$ cat src/rtl/uart_pkg.sv
// Shared UART receive definitions: FSM encoding, legal oversampling ratios, parity types.
package uart_pkg;

  localparam int DATA_WIDTH_DEF = 8;
  localparam int PRESCALE_W_DEF = 6;

  localparam int unsigned PRESCALE_8  = 8;
  localparam int unsigned PRESCALE_16 = 16;
  localparam int unsigned PRESCALE_32 = 32;

  typedef enum logic {
    EVEN = 1'b0,
    ODD  = 1'b1
  } par_typ_e;

  typedef enum logic [2:0] {
    IDLE,
    START,
    DATA,
    PARITY,
    STOP
  } rx_state_e;

  // Anything other than 16 or 32 runs at the slowest-supported ratio of 8.
  function automatic int unsigned legal_prescale(input int unsigned p);
    return ((p == PRESCALE_16) || (p == PRESCALE_32)) ? p : PRESCALE_8;
  endfunction

endpackage

$ cat src/rtl/uart_rx_frame_if.sv
// Receive-side UART bundle: serial line and frame config in, byte and status strobes out.
interface uart_rx_frame_if #(
  parameter int DATA_WIDTH = 8,
  parameter int PRESCALE_W = 6
);
  logic                  RX_IN;
  logic                  PAR_EN;
  logic                  PAR_TYP;
  logic [PRESCALE_W-1:0] Prescale;
  logic [DATA_WIDTH-1:0] P_DATA;
  logic                  data_valid;
  logic                  par_err;
  logic                  stp_err;

  modport master (
    output RX_IN, PAR_EN, PAR_TYP, Prescale,
    input  P_DATA, data_valid, par_err, stp_err
  );

  modport slave (
    input  RX_IN, PAR_EN, PAR_TYP, Prescale,
    output P_DATA, data_valid, par_err, stp_err
  );
endinterface

$ cat src/rtl/uart_rx_sampler.sv
// Bit timing for the receiver: counts oversampling edges and majority-votes three mid-bit samples.
// bit_done pulses on the last edge of each bit; sampled_bit is valid from edge P/2+2 onward.
module uart_rx_sampler #(
  parameter int PRESCALE_W = 6
) (
  input  logic                  CLK,
  input  logic                  RST,
  input  logic                  rx_in,
  input  logic                  start,
  input  logic                  active,
  input  logic [PRESCALE_W-1:0] prescale,
  output logic                  bit_done,
  output logic                  sampled_bit
);

  logic [PRESCALE_W-1:0] edge_cnt_q, edge_cnt_d;
  logic                  s0_q, s0_d;
  logic                  s1_q, s1_d;
  logic                  bit_q, bit_d;
  logic [PRESCALE_W-1:0] half;
  logic [PRESCALE_W-1:0] last;

  assign half        = prescale >> 1;
  assign last        = prescale - PRESCALE_W'(1);
  assign bit_done    = active && (edge_cnt_q == last);
  assign sampled_bit = bit_q;

  always_comb begin
    edge_cnt_d = edge_cnt_q;
    s0_d       = s0_q;
    s1_d       = s1_q;
    bit_d      = bit_q;
    // The start-detect cycle is edge 0, so the count resumes at 1.
    if (start) begin
      edge_cnt_d = PRESCALE_W'(1);
    end else if (active) begin
      edge_cnt_d = bit_done ? '0 : edge_cnt_q + PRESCALE_W'(1);
    end else begin
      edge_cnt_d = '0;
    end
    if (active) begin
      if (edge_cnt_q == half - PRESCALE_W'(1)) s0_d = rx_in;
      if (edge_cnt_q == half)                  s1_d = rx_in;
      if (edge_cnt_q == half + PRESCALE_W'(1)) bit_d = (s0_q & s1_q) | (s0_q & rx_in) | (s1_q & rx_in);
    end
  end

  always_ff @(posedge CLK or negedge RST) begin
    if (!RST) begin
      edge_cnt_q <= '0;
      s0_q       <= 1'b1;
      s1_q       <= 1'b1;
      bit_q      <= 1'b1;
    end else begin
      edge_cnt_q <= edge_cnt_d;
      s0_q       <= s0_d;
      s1_q       <= s1_d;
      bit_q      <= bit_d;
    end
  end

endmodule

$ cat src/rtl/uart_rx_frame.sv
// UART receiver: start detect, LSB-first deserialise, optional parity, stop check.
// Strobes land P*(10+PAR_EN) cycles after start detect; no backpressure, one byte per frame.
module uart_rx_frame
  import uart_pkg::*;
#(
  parameter int DATA_WIDTH = DATA_WIDTH_DEF,
  parameter int PRESCALE_W = PRESCALE_W_DEF
) (
  input logic            CLK,
  input logic            RST,
  uart_rx_frame_if.slave rx_if
);

  localparam int CNT_W = (DATA_WIDTH > 1) ? $clog2(DATA_WIDTH) : 1;

  rx_state_e             state_q, state_d;
  logic [CNT_W-1:0]      bit_cnt_q, bit_cnt_d;
  logic [DATA_WIDTH-1:0] shreg_q, shreg_d;
  logic [DATA_WIDTH-1:0] p_data_q, p_data_d;
  logic                  par_fail_q, par_fail_d;
  logic                  par_en_q, par_en_d;
  logic                  par_typ_q, par_typ_d;
  logic [PRESCALE_W-1:0] prescale_q, prescale_d;
  logic                  data_valid_q, data_valid_d;
  logic                  par_err_q, par_err_d;
  logic                  stp_err_q, stp_err_d;
  logic                  start;
  logic                  bit_done;
  logic                  sampled_bit;

  assign start = (state_q == IDLE) && !rx_if.RX_IN;

  uart_rx_sampler #(
    .PRESCALE_W (PRESCALE_W)
  ) u_sampler (
    .CLK         (CLK),
    .RST         (RST),
    .rx_in       (rx_if.RX_IN),
    .start       (start),
    .active      (state_q != IDLE),
    .prescale    (prescale_q),
    .bit_done    (bit_done),
    .sampled_bit (sampled_bit)
  );

  always_comb begin
    state_d      = state_q;
    bit_cnt_d    = bit_cnt_q;
    shreg_d      = shreg_q;
    p_data_d     = p_data_q;
    par_fail_d   = par_fail_q;
    par_en_d     = par_en_q;
    par_typ_d    = par_typ_q;
    prescale_d   = prescale_q;
    data_valid_d = 1'b0;
    par_err_d    = 1'b0;
    stp_err_d    = 1'b0;
    case (state_q)
      IDLE: begin
        if (start) begin
          state_d    = START;
          par_fail_d = 1'b0;
          par_en_d   = rx_if.PAR_EN;
          par_typ_d  = rx_if.PAR_TYP;
          prescale_d = PRESCALE_W'(legal_prescale(32'(rx_if.Prescale)));
        end
      end
      START: begin
        if (bit_done) begin
          // A start bit that votes high was line noise.
          if (sampled_bit) begin
            state_d = IDLE;
          end else begin
            state_d   = DATA;
            bit_cnt_d = '0;
          end
        end
      end
      DATA: begin
        if (bit_done) begin
          shreg_d   = {sampled_bit, shreg_q[DATA_WIDTH-1:1]};
          bit_cnt_d = bit_cnt_q + CNT_W'(1);
          if (bit_cnt_q == CNT_W'(DATA_WIDTH - 1)) begin
            state_d = par_en_q ? PARITY : STOP;
          end
        end
      end
      PARITY: begin
        if (bit_done) begin
          par_fail_d = ((^shreg_q) ^ par_typ_q) != sampled_bit;
          state_d    = STOP;
        end
      end
      STOP: begin
        if (bit_done) begin
          state_d   = IDLE;
          par_err_d = par_fail_q;
          stp_err_d = !sampled_bit;
          if (sampled_bit && !par_fail_q) begin
            data_valid_d = 1'b1;
            p_data_d     = shreg_q;
          end
        end
      end
      default: state_d = IDLE;
    endcase
  end

  always_ff @(posedge CLK or negedge RST) begin
    if (!RST) begin
      state_q      <= IDLE;
      bit_cnt_q    <= '0;
      shreg_q      <= '0;
      p_data_q     <= '0;
      par_fail_q   <= 1'b0;
      par_en_q     <= 1'b0;
      par_typ_q    <= 1'b0;
      prescale_q   <= PRESCALE_W'(PRESCALE_8);
      data_valid_q <= 1'b0;
      par_err_q    <= 1'b0;
      stp_err_q    <= 1'b0;
    end else begin
      state_q      <= state_d;
      bit_cnt_q    <= bit_cnt_d;
      shreg_q      <= shreg_d;
      p_data_q     <= p_data_d;
      par_fail_q   <= par_fail_d;
      par_en_q     <= par_en_d;
      par_typ_q    <= par_typ_d;
      prescale_q   <= prescale_d;
      data_valid_q <= data_valid_d;
      par_err_q    <= par_err_d;
      stp_err_q    <= stp_err_d;
    end
  end

  assign rx_if.P_DATA     = p_data_q;
  assign rx_if.data_valid = data_valid_q;
  assign rx_if.par_err    = par_err_q;
  assign rx_if.stp_err    = stp_err_q;

endmodule
$ cat src/flat_wrapper.sv
// flat-port wrapper written by rule: the top's interface ports become plain ports
module uart_rx_frame_flat import uart_pkg::*;
#(
  parameter int DATA_WIDTH = DATA_WIDTH_DEF,
  parameter int PRESCALE_W = PRESCALE_W_DEF
)
  (CLK, RST, rx_if_RX_IN, rx_if_PAR_EN, rx_if_PAR_TYP, rx_if_Prescale, rx_if_P_DATA, rx_if_data_valid, rx_if_par_err, rx_if_stp_err);
  uart_rx_frame_if #(.DATA_WIDTH(DATA_WIDTH), .PRESCALE_W(PRESCALE_W)) rx_if_i ();
  input logic CLK;
  input logic RST;
  input wire logic [$bits(rx_if_i.RX_IN)-1:0] rx_if_RX_IN;
  input wire logic [$bits(rx_if_i.PAR_EN)-1:0] rx_if_PAR_EN;
  input wire logic [$bits(rx_if_i.PAR_TYP)-1:0] rx_if_PAR_TYP;
  input wire logic [$bits(rx_if_i.Prescale)-1:0] rx_if_Prescale;
  output wire logic [$bits(rx_if_i.P_DATA)-1:0] rx_if_P_DATA;
  output wire logic [$bits(rx_if_i.data_valid)-1:0] rx_if_data_valid;
  output wire logic [$bits(rx_if_i.par_err)-1:0] rx_if_par_err;
  output wire logic [$bits(rx_if_i.stp_err)-1:0] rx_if_stp_err;
  assign rx_if_i.RX_IN = rx_if_RX_IN;
  assign rx_if_i.PAR_EN = rx_if_PAR_EN;
  assign rx_if_i.PAR_TYP = rx_if_PAR_TYP;
  assign rx_if_i.Prescale = rx_if_Prescale;
  assign rx_if_P_DATA = rx_if_i.P_DATA;
  assign rx_if_data_valid = rx_if_i.data_valid;
  assign rx_if_par_err = rx_if_i.par_err;
  assign rx_if_stp_err = rx_if_i.stp_err;
  uart_rx_frame #(.DATA_WIDTH(DATA_WIDTH), .PRESCALE_W(PRESCALE_W)) u_core (.CLK(CLK), .RST(RST), .rx_if(rx_if_i));
endmodule
$ cat config.mk
export PLATFORM = sky130hd
export DESIGN_NAME = uart_rx_frame_flat
export DESIGN_NICKNAME = d
export VERILOG_FILES = /design/src/rtl/uart_pkg.sv /design/src/rtl/uart_rx_frame_if.sv /design/src/rtl/uart_rx_sampler.sv /design/src/rtl/uart_rx_frame.sv /design/src/flat_wrapper.sv
export SDC_FILE = /design/constraint.sdc
export NUM_CORES = 1
export LEC_CHECK = 0
export ABC_AREA = 0
export BUFFER_PORTS_ARGS = -buffer_cell sky130_fd_sc_hd__buf_2
export CAP_MARGIN = 20
export CORE_ASPECT_RATIO = 1.75
export CORE_MARGIN = 5
export CORE_UTILIZATION = 40
export CTS_CLUSTER_DIAMETER = 150
export DETAILED_ROUTE_END_ITERATION = 16
export PLACE_DENSITY = 0.61
export SLEW_MARGIN = 10
export SYNTH_ARGS = -nofsm -noshare
export SYNTH_HDL_FRONTEND = slang
export SYNTH_SLANG_ARGS = --single-unit
$ cat constraint.sdc
create_clock -name CLK -period 3.4 [get_ports CLK]
set_input_delay 0.34 -clock CLK [delete_from_list [all_inputs] [get_ports CLK]]
set_output_delay 0.34 -clock CLK [all_outputs]
set_load 0.01 [all_outputs]
==> impl_metrics.json, run 1 <==
{
  "status": "completed",
  "hold_slack_ns": 0.00826,
  "gr-total-overflow": 0,
  "synthesis.area_mm2": 0.00245,
  "yosysTopAreaCell": "dfrtp_1",
  "utilization": 0.465,
  "syn_nets": 244,
  "globalRouteTotalUtil": 0.136,
  "die_area_mm2": 0.00786,
  "portBuffers": 21,
  "cap_violations": 0,
  "avgRoutedWirePerCell_um": 15.3,
  "start_kind": "flop",
  "yosys-top-cells-area": "dfrtp_1, xnor2_1, mux2_2",
  "fin_area_mm2": 0.00276,
  "final_cell_mix": "dfrtp_1, buf_2, xnor2_1, nand2_1, nor2_1",
  "ir_drop_v": 0.000388,
  "combPwrFrac": 0.360,
  "io_pins": 22,
  "hold_class": "input pin to asynchronous set/reset pin",
  "grt_max_degree": 44,
  "clockBufferDepth": 2,
  "fin_skew_ns": 0.00756,
  "cts_tree": "built",
  "syn_avg_cell_area_um2": 10.9,
  "yosysSeqAreaShare": 0.441,
  "path_max_fanout": 8,
  "setup_viol": 0,
  "worst_setup_path_end_kind": "flop",
  "hold_viol": 0,
  "drt-initial-drc-count": 43,
  "holdBufCountCts": 0,
  "vias": 1696,
  "dr.pass1.iters": 4,
  "antenna_found_initial": 0,
  "cts_buffers": 5,
  "period_needed_ns": 2.78,
  "final-seq-area_mm2": 0.00108,
  "ys_warn_count": 0,
  "dp_hpwl_um": 3780,
  "multi_input_area_mm2": 0.00130,
  "p_switching_w": 0.000668,
  "drt_wl_total_um": 5000,
  "min_period_over_period": 0.817,
  "power.leakage_nw": 1.27,
  "worst_pin_slew_ns": 0.631,
  "coreArea_mm2": 0.00593,
  "timing.fmax_mhz": 360,
  "root_buffer": "clkbuf_8",
  "die_h_um": 114,
  "drc": 0,
  "synth_ff_type": "dfrtp_1",
  "cts_setup_buffers": 0,
  "instances_no_fill": 326,
  "placed_cell_area_mm2": 0.00262,
  "crit_arrival_ns": 2.97,
  "fin_nets": 265,
  "netlist_instances": 226,
  "async_reset_ff_frac": 1.00,
  "clk_pin_slew_worst_paths_ns": 0.09,
  "cts_resized": 0,
  "startpoint": "u_core.prescale_q[1]$_DFFE_PN0P_",
  "numClockSinks": 43,
  "critPathRequiredTime_ns": 3.59,
  "dpl.cell_count": 317,
  "worstSetupPathType": "flop to flop",
  "fp.dieW_um": 69.2,
  "swShare": 0.366,
  "clk_latency_ns": 0.30,
  "r2r-start": "u_core.prescale_q[1]$_DFFE_PN0P_",
  "htree_levels": 2,
  "clockPowerShare": 0.219,
  "gp_routability_congestion": 0.912,
  "netlist.area_leader.share": 0.398,
  "synth_edf_count": 0,
  "p_int_w": 0.00116,
  "slew_headroom": 0.578,
  "power.density_mw_per_mm2": 662,
  "n_antenna_cell": 0,
  "nFillCells": 613,
  "final_common_cell": "dfrtp_1",
  "grt_pass1_wl_um": 8600,
  "ys_types": 52,
  "drtAntennaViolNets": 0,
  "synth-seq-cells": 43,
  "layout-drive-gt1-share": 0.242,
  "avgViaCountPerCell": 5.20,
  "seqPwrFrac": 0.421,
  "syn_to_final_growth_pct": 12.3,
  "initial_utilization": 0.414,
  "tns_ns": 0,
  "rsz0062_at_grt": "false",
  "grt_pass1_vias": 1813,
  "drv_slew": 0,
  "fp-row-count": 37
}
## logic make-up (layout without fill, tap and decap cells)
logic type      count (synthesis)  after routing  share of synthesized area
fa+ha+maj                       8              8                     0.0398
compound gates                 29             29                     0.0887
simple gates                   80             80                      0.177
buf+inv                        14             36                     0.0301
xor+xnor                       31             31                      0.116
mux                            21             21                      0.108
flops                          43             43                      0.441
## critical path, stage by stage (launching register included)
cell	delay [ns]
dfrtp_1	0.47
inv_1	0.16
ha_1	0.21
nor3b_1	0.37
and3_1	0.24
o2111ai_1	0.20
or4_4	0.68
mux2_4	0.34
## registers in the layout, indices dropped and copies added (netlist names)
signal and cells:
u_core.rx_if.par_err 1, u_core.rx_if.stp_err 1, u_core.rx_if.data_valid 1, u_core.bit_cnt_q 3, u_core.par_fail_q 1, u_core.prescale_q 6
u_core.u_sampler.s1_q 1, u_core.rx_if.P_DATA 8, u_core.shreg_q 8, u_core.state_q 3, u_core.u_sampler.s0_q 1, u_core.par_en_q 1
u_core.u_sampler.sampled_bit 1, u_core.u_sampler.edge_cnt_q 6, u_core.par_typ_q 1
## routing by layer
metal / vias up / wire (um) / share of wire / global-route usage
met5: - / 0 / 0 / 0
met4: 0 / 133 / 0.027 / 0.0600
met3: 9 / 142 / 0.028 / 0.0265
met2: 28 / 2780 / 0.56 / 0.265
li1: 843 / - / - / -
met1: 816 / 1940 / 0.39 / 0.138
## metrics by stage
step	setup slack, ns	total power (W)
4_1_cts	0.634	0.00184
6_report	0.622	0.00182
2_1_floorplan	0.790	0.00125
5_1_grt	0.410	0.00195
3_5_place_dp	0.654	0.00144
3_3_place_gp	0.728	0.00142
## area by class of cell
class,count,area share
Sequential cell,43,0.392
Tap cell,78,0.0354
Clock inverter,3,0.0159
Clock buffer,5,0.0250
Timing Repair Buffer,25,0.0563
Inverter,3,0.00409
Multi-Input combinational cell,169,0.471
## power by group through the flow
stage	combinational, W	sequential, W	clock [W]
after global placement	0.000646	0.000776	0
after global routing	0.000732	0.000785	0.000430
final	0.000656	0.000768	0.000399
after CTS	0.000659	0.000770	0.000412
after floorplan	0.000572	0.000683	0
after detailed placement	0.000656	0.000780	0
## path summary, 6_finish.rpt
kind	endpoint	slack (ns)	cells after the start
max	u_core.rx_if.P_DATA[6]$_DFFE_PN0P_	0.62	7
min	u_core.rx_if.P_DATA[7]$_DFFE_PN0P_	0.008	1
max reg2reg	u_core.rx_if.P_DATA[6]$_DFFE_PN0P_	0.62	7
min reg2reg	u_core.rx_if.P_DATA[1]$_DFFE_PN0P_	0.51	1
max in group asynchronous	u_core.prescale_q[3]$_DFFE_PN1P_	2.81	2
min in group CLK	u_core.par_typ_q$_DFFE_PN0P_	0.24	3
## cell usage after synthesis, types with 3 or more instances
master	n
nand3_1	9
mux2_4	8
clkbuf_1	4
dfstp_2	4
nor2_1	15
xnor2_1	19
mux2_2	11
a31oi_1	5
nand2_1	18
nand2b_1	6
buf_2	5
o21ai_0	5
xor2_1	11
ha_1	7
nor3_1	8
inv_1	3
nor4_1	3
dfrtp_1	39
Note: power is estimated with default switching activity, not from simulation.
==> run 2, diff against run 1 <==
Settings changed: PLACE_DENSITY 0.61 to 0.64.
Clock period 3.4 ns to 2.55 ns, I/O delays scaled along.
==> run 2 against run 1 <==
Against the previous run:
- sequential power up 29%
- global-route usage fell by 0.15 points
- sequential cell count unchanged
- largest power group unchanged
==> impl_metrics.json, run 2 (synthesis gave the netlist of run 1 again) <==
{
  "final_cell_mix": "dfrtp_1, buf_2, xnor2_1, nand2_1, nor2_1",
  "tns_ns": 0,
  "numClockSinks": 43,
  "die_h_um": 114,
  "worstSetupPathType": "flop to flop",
  "crit_arrival_ns": 2.56,
  "n_antenna_cell": 0,
  "clk_latency_ns": 0.30,
  "fp-row-count": 37,
  "grt_pass1_wl_um": 8630,
  "ir_drop_v": 0.000327,
  "slew_headroom": 0.380,
  "drt_wl_total_um": 4980,
  "timing.fmax_mhz": 420,
  "final_common_cell": "dfrtp_1",
  "grt_pass1_vias": 1809,
  "cap_violations": 0,
  "setup_viol": 0,
  "p_int_w": 0.00149,
  "nFillCells": 585,
  "antenna_found_initial": 0,
  "fin_skew_ns": 0.0103,
  "hold_viol": 0,
  "worst_pin_slew_ns": 0.930,
  "io_pins": 22,
  "power.density_mw_per_mm2": 862,
  "multi_input_area_mm2": 0.00131,
  "avgViaCountPerCell": 5.30,
  "layout-drive-gt1-share": 0.275,
  "syn_to_final_growth_pct": 13.4,
  "avgRoutedWirePerCell_um": 15.0,
  "rsz0062_at_grt": "false",
  "period_needed_ns": 2.38,
  "fp.dieW_um": 69.2,
  "drc": 0,
  "instances_no_fill": 333,
  "drt-initial-drc-count": 83,
  "portBuffers": 21,
  "htree_levels": 2,
  "die_area_mm2": 0.00786,
  "swShare": 0.380,
  "seqPwrFrac": 0.414,
  "combPwrFrac": 0.399,
  "final-seq-area_mm2": 0.00108,
  "cts_tree": "built",
  "status": "completed",
  "power.leakage_nw": 1.29,
  "start_kind": "flop",
  "critPathRequiredTime_ns": 2.73,
  "dr.pass1.iters": 4,
  "p_switching_w": 0.000912,
  "clockPowerShare": 0.188,
  "globalRouteTotalUtil": 0.135,
  "gp_routability_congestion": 0.843,
  "gr-total-overflow": 0,
  "drv_slew": 0,
  "startpoint": "u_core.prescale_q[1]$_DFFE_PN0P_",
  "drtAntennaViolNets": 0,
  "dp_hpwl_um": 3870,
  "vias": 1765,
  "coreArea_mm2": 0.00593,
  "min_period_over_period": 0.934,
  "grt_max_degree": 44,
  "dpl.cell_count": 325,
  "r2r_setup_slack_ns": 0.17,
  "clockBufferDepth": 2,
  "hold_class": "input pin to asynchronous set/reset pin",
  "r2r-start": "u_core.prescale_q[1]$_DFFE_PN0P_",
  "initial_utilization": 0.414,
  "clk_pin_slew_worst_paths_ns": 0.10,
  "root_buffer": "clkbuf_8",
  "fin_nets": 272,
  "cts_buffers": 5,
  "worst_setup_path_end_kind": "flop",
  "path_max_fanout": 8
}
run 2: routing by layer:
layer,global-route usage,share of wire
met5,0,0
met4,0.0574,0.030
met1,0.139,0.38
met3,0.0256,0.034
met2,0.260,0.55
run 2: per-stage QoR:
stage                     worst slack (ns)  hold WS, ns   util  instance area (um2)  power, W
after floorplan                     0.0120      -0.0406      -                 2460   0.00168
after global placement               0.140        0.445  0.453                 2680   0.00195
after detailed placement            0.0791        0.450  0.453                 2680   0.00196
after CTS                           0.0604        0.127  0.469                 2780   0.00242
after global routing                0.0292        0.149  0.470                 2780   0.00257
final                                0.168       0.0828  0.470                 2780   0.00240
run 2: worst paths after layout:
check / end / depth (start not counted)
max in group asynchronous: u_core.prescale_q[2]$_DFFE_PN0P_ / 1
worst max-delay path: u_core.rx_if.P_DATA[0]$_DFFE_PN0P_ / 7
worst min-delay path: u_core.rx_if.P_DATA[6]$_DFFE_PN0P_ / 1
min in group CLK: u_core.par_en_q$_DFFE_PN0P_ / 3
worst min register to register: u_core.par_typ_q$_DFFE_PN0P_ / 2
worst max register to register: u_core.rx_if.P_DATA[0]$_DFFE_PN0P_ / 7
run 2: final cells by class:
cell class	instances	share of cell area
Tap cell	78	0.0351
Multi-Input combinational cell	169	0.472
Clock inverter	3	0.00854
Inverter	3	0.00405
Sequential cell	43	0.388
Timing Repair Buffer	32	0.0674
Clock buffer	5	0.0247
run 2: repair_timing:
| item | CTS | global route |
|---|---|---|
| setup buffers | 0 | 0 |
| hold buffers | 0 | 0 |
| setup endpoints to repair | 0 | 2 |
| gates resized for setup | 0 | 1 |
run 2: worst max-delay path: stages (launching register included):
cell       delay, ns
dfrtp_1         0.40
inv_2           0.09
ha_1            0.20
nor3b_4         0.24
and3_1          0.20
o2111ai_1       0.15
or4_4           0.65
mux2_4          0.33
run 2: power groups by stage:
stage	logic, W	clock network, W	registers (W)
3_3_place_gp	0.000945	0	0.00100
5_1_grt	0.00107	0.000486	0.00101
4_1_cts	0.000961	0.000464	0.000992
6_report	0.000957	0.000450	0.000992
2_1_floorplan	0.000765	0	0.000911
3_5_place_dp	0.000956	0	0.00101
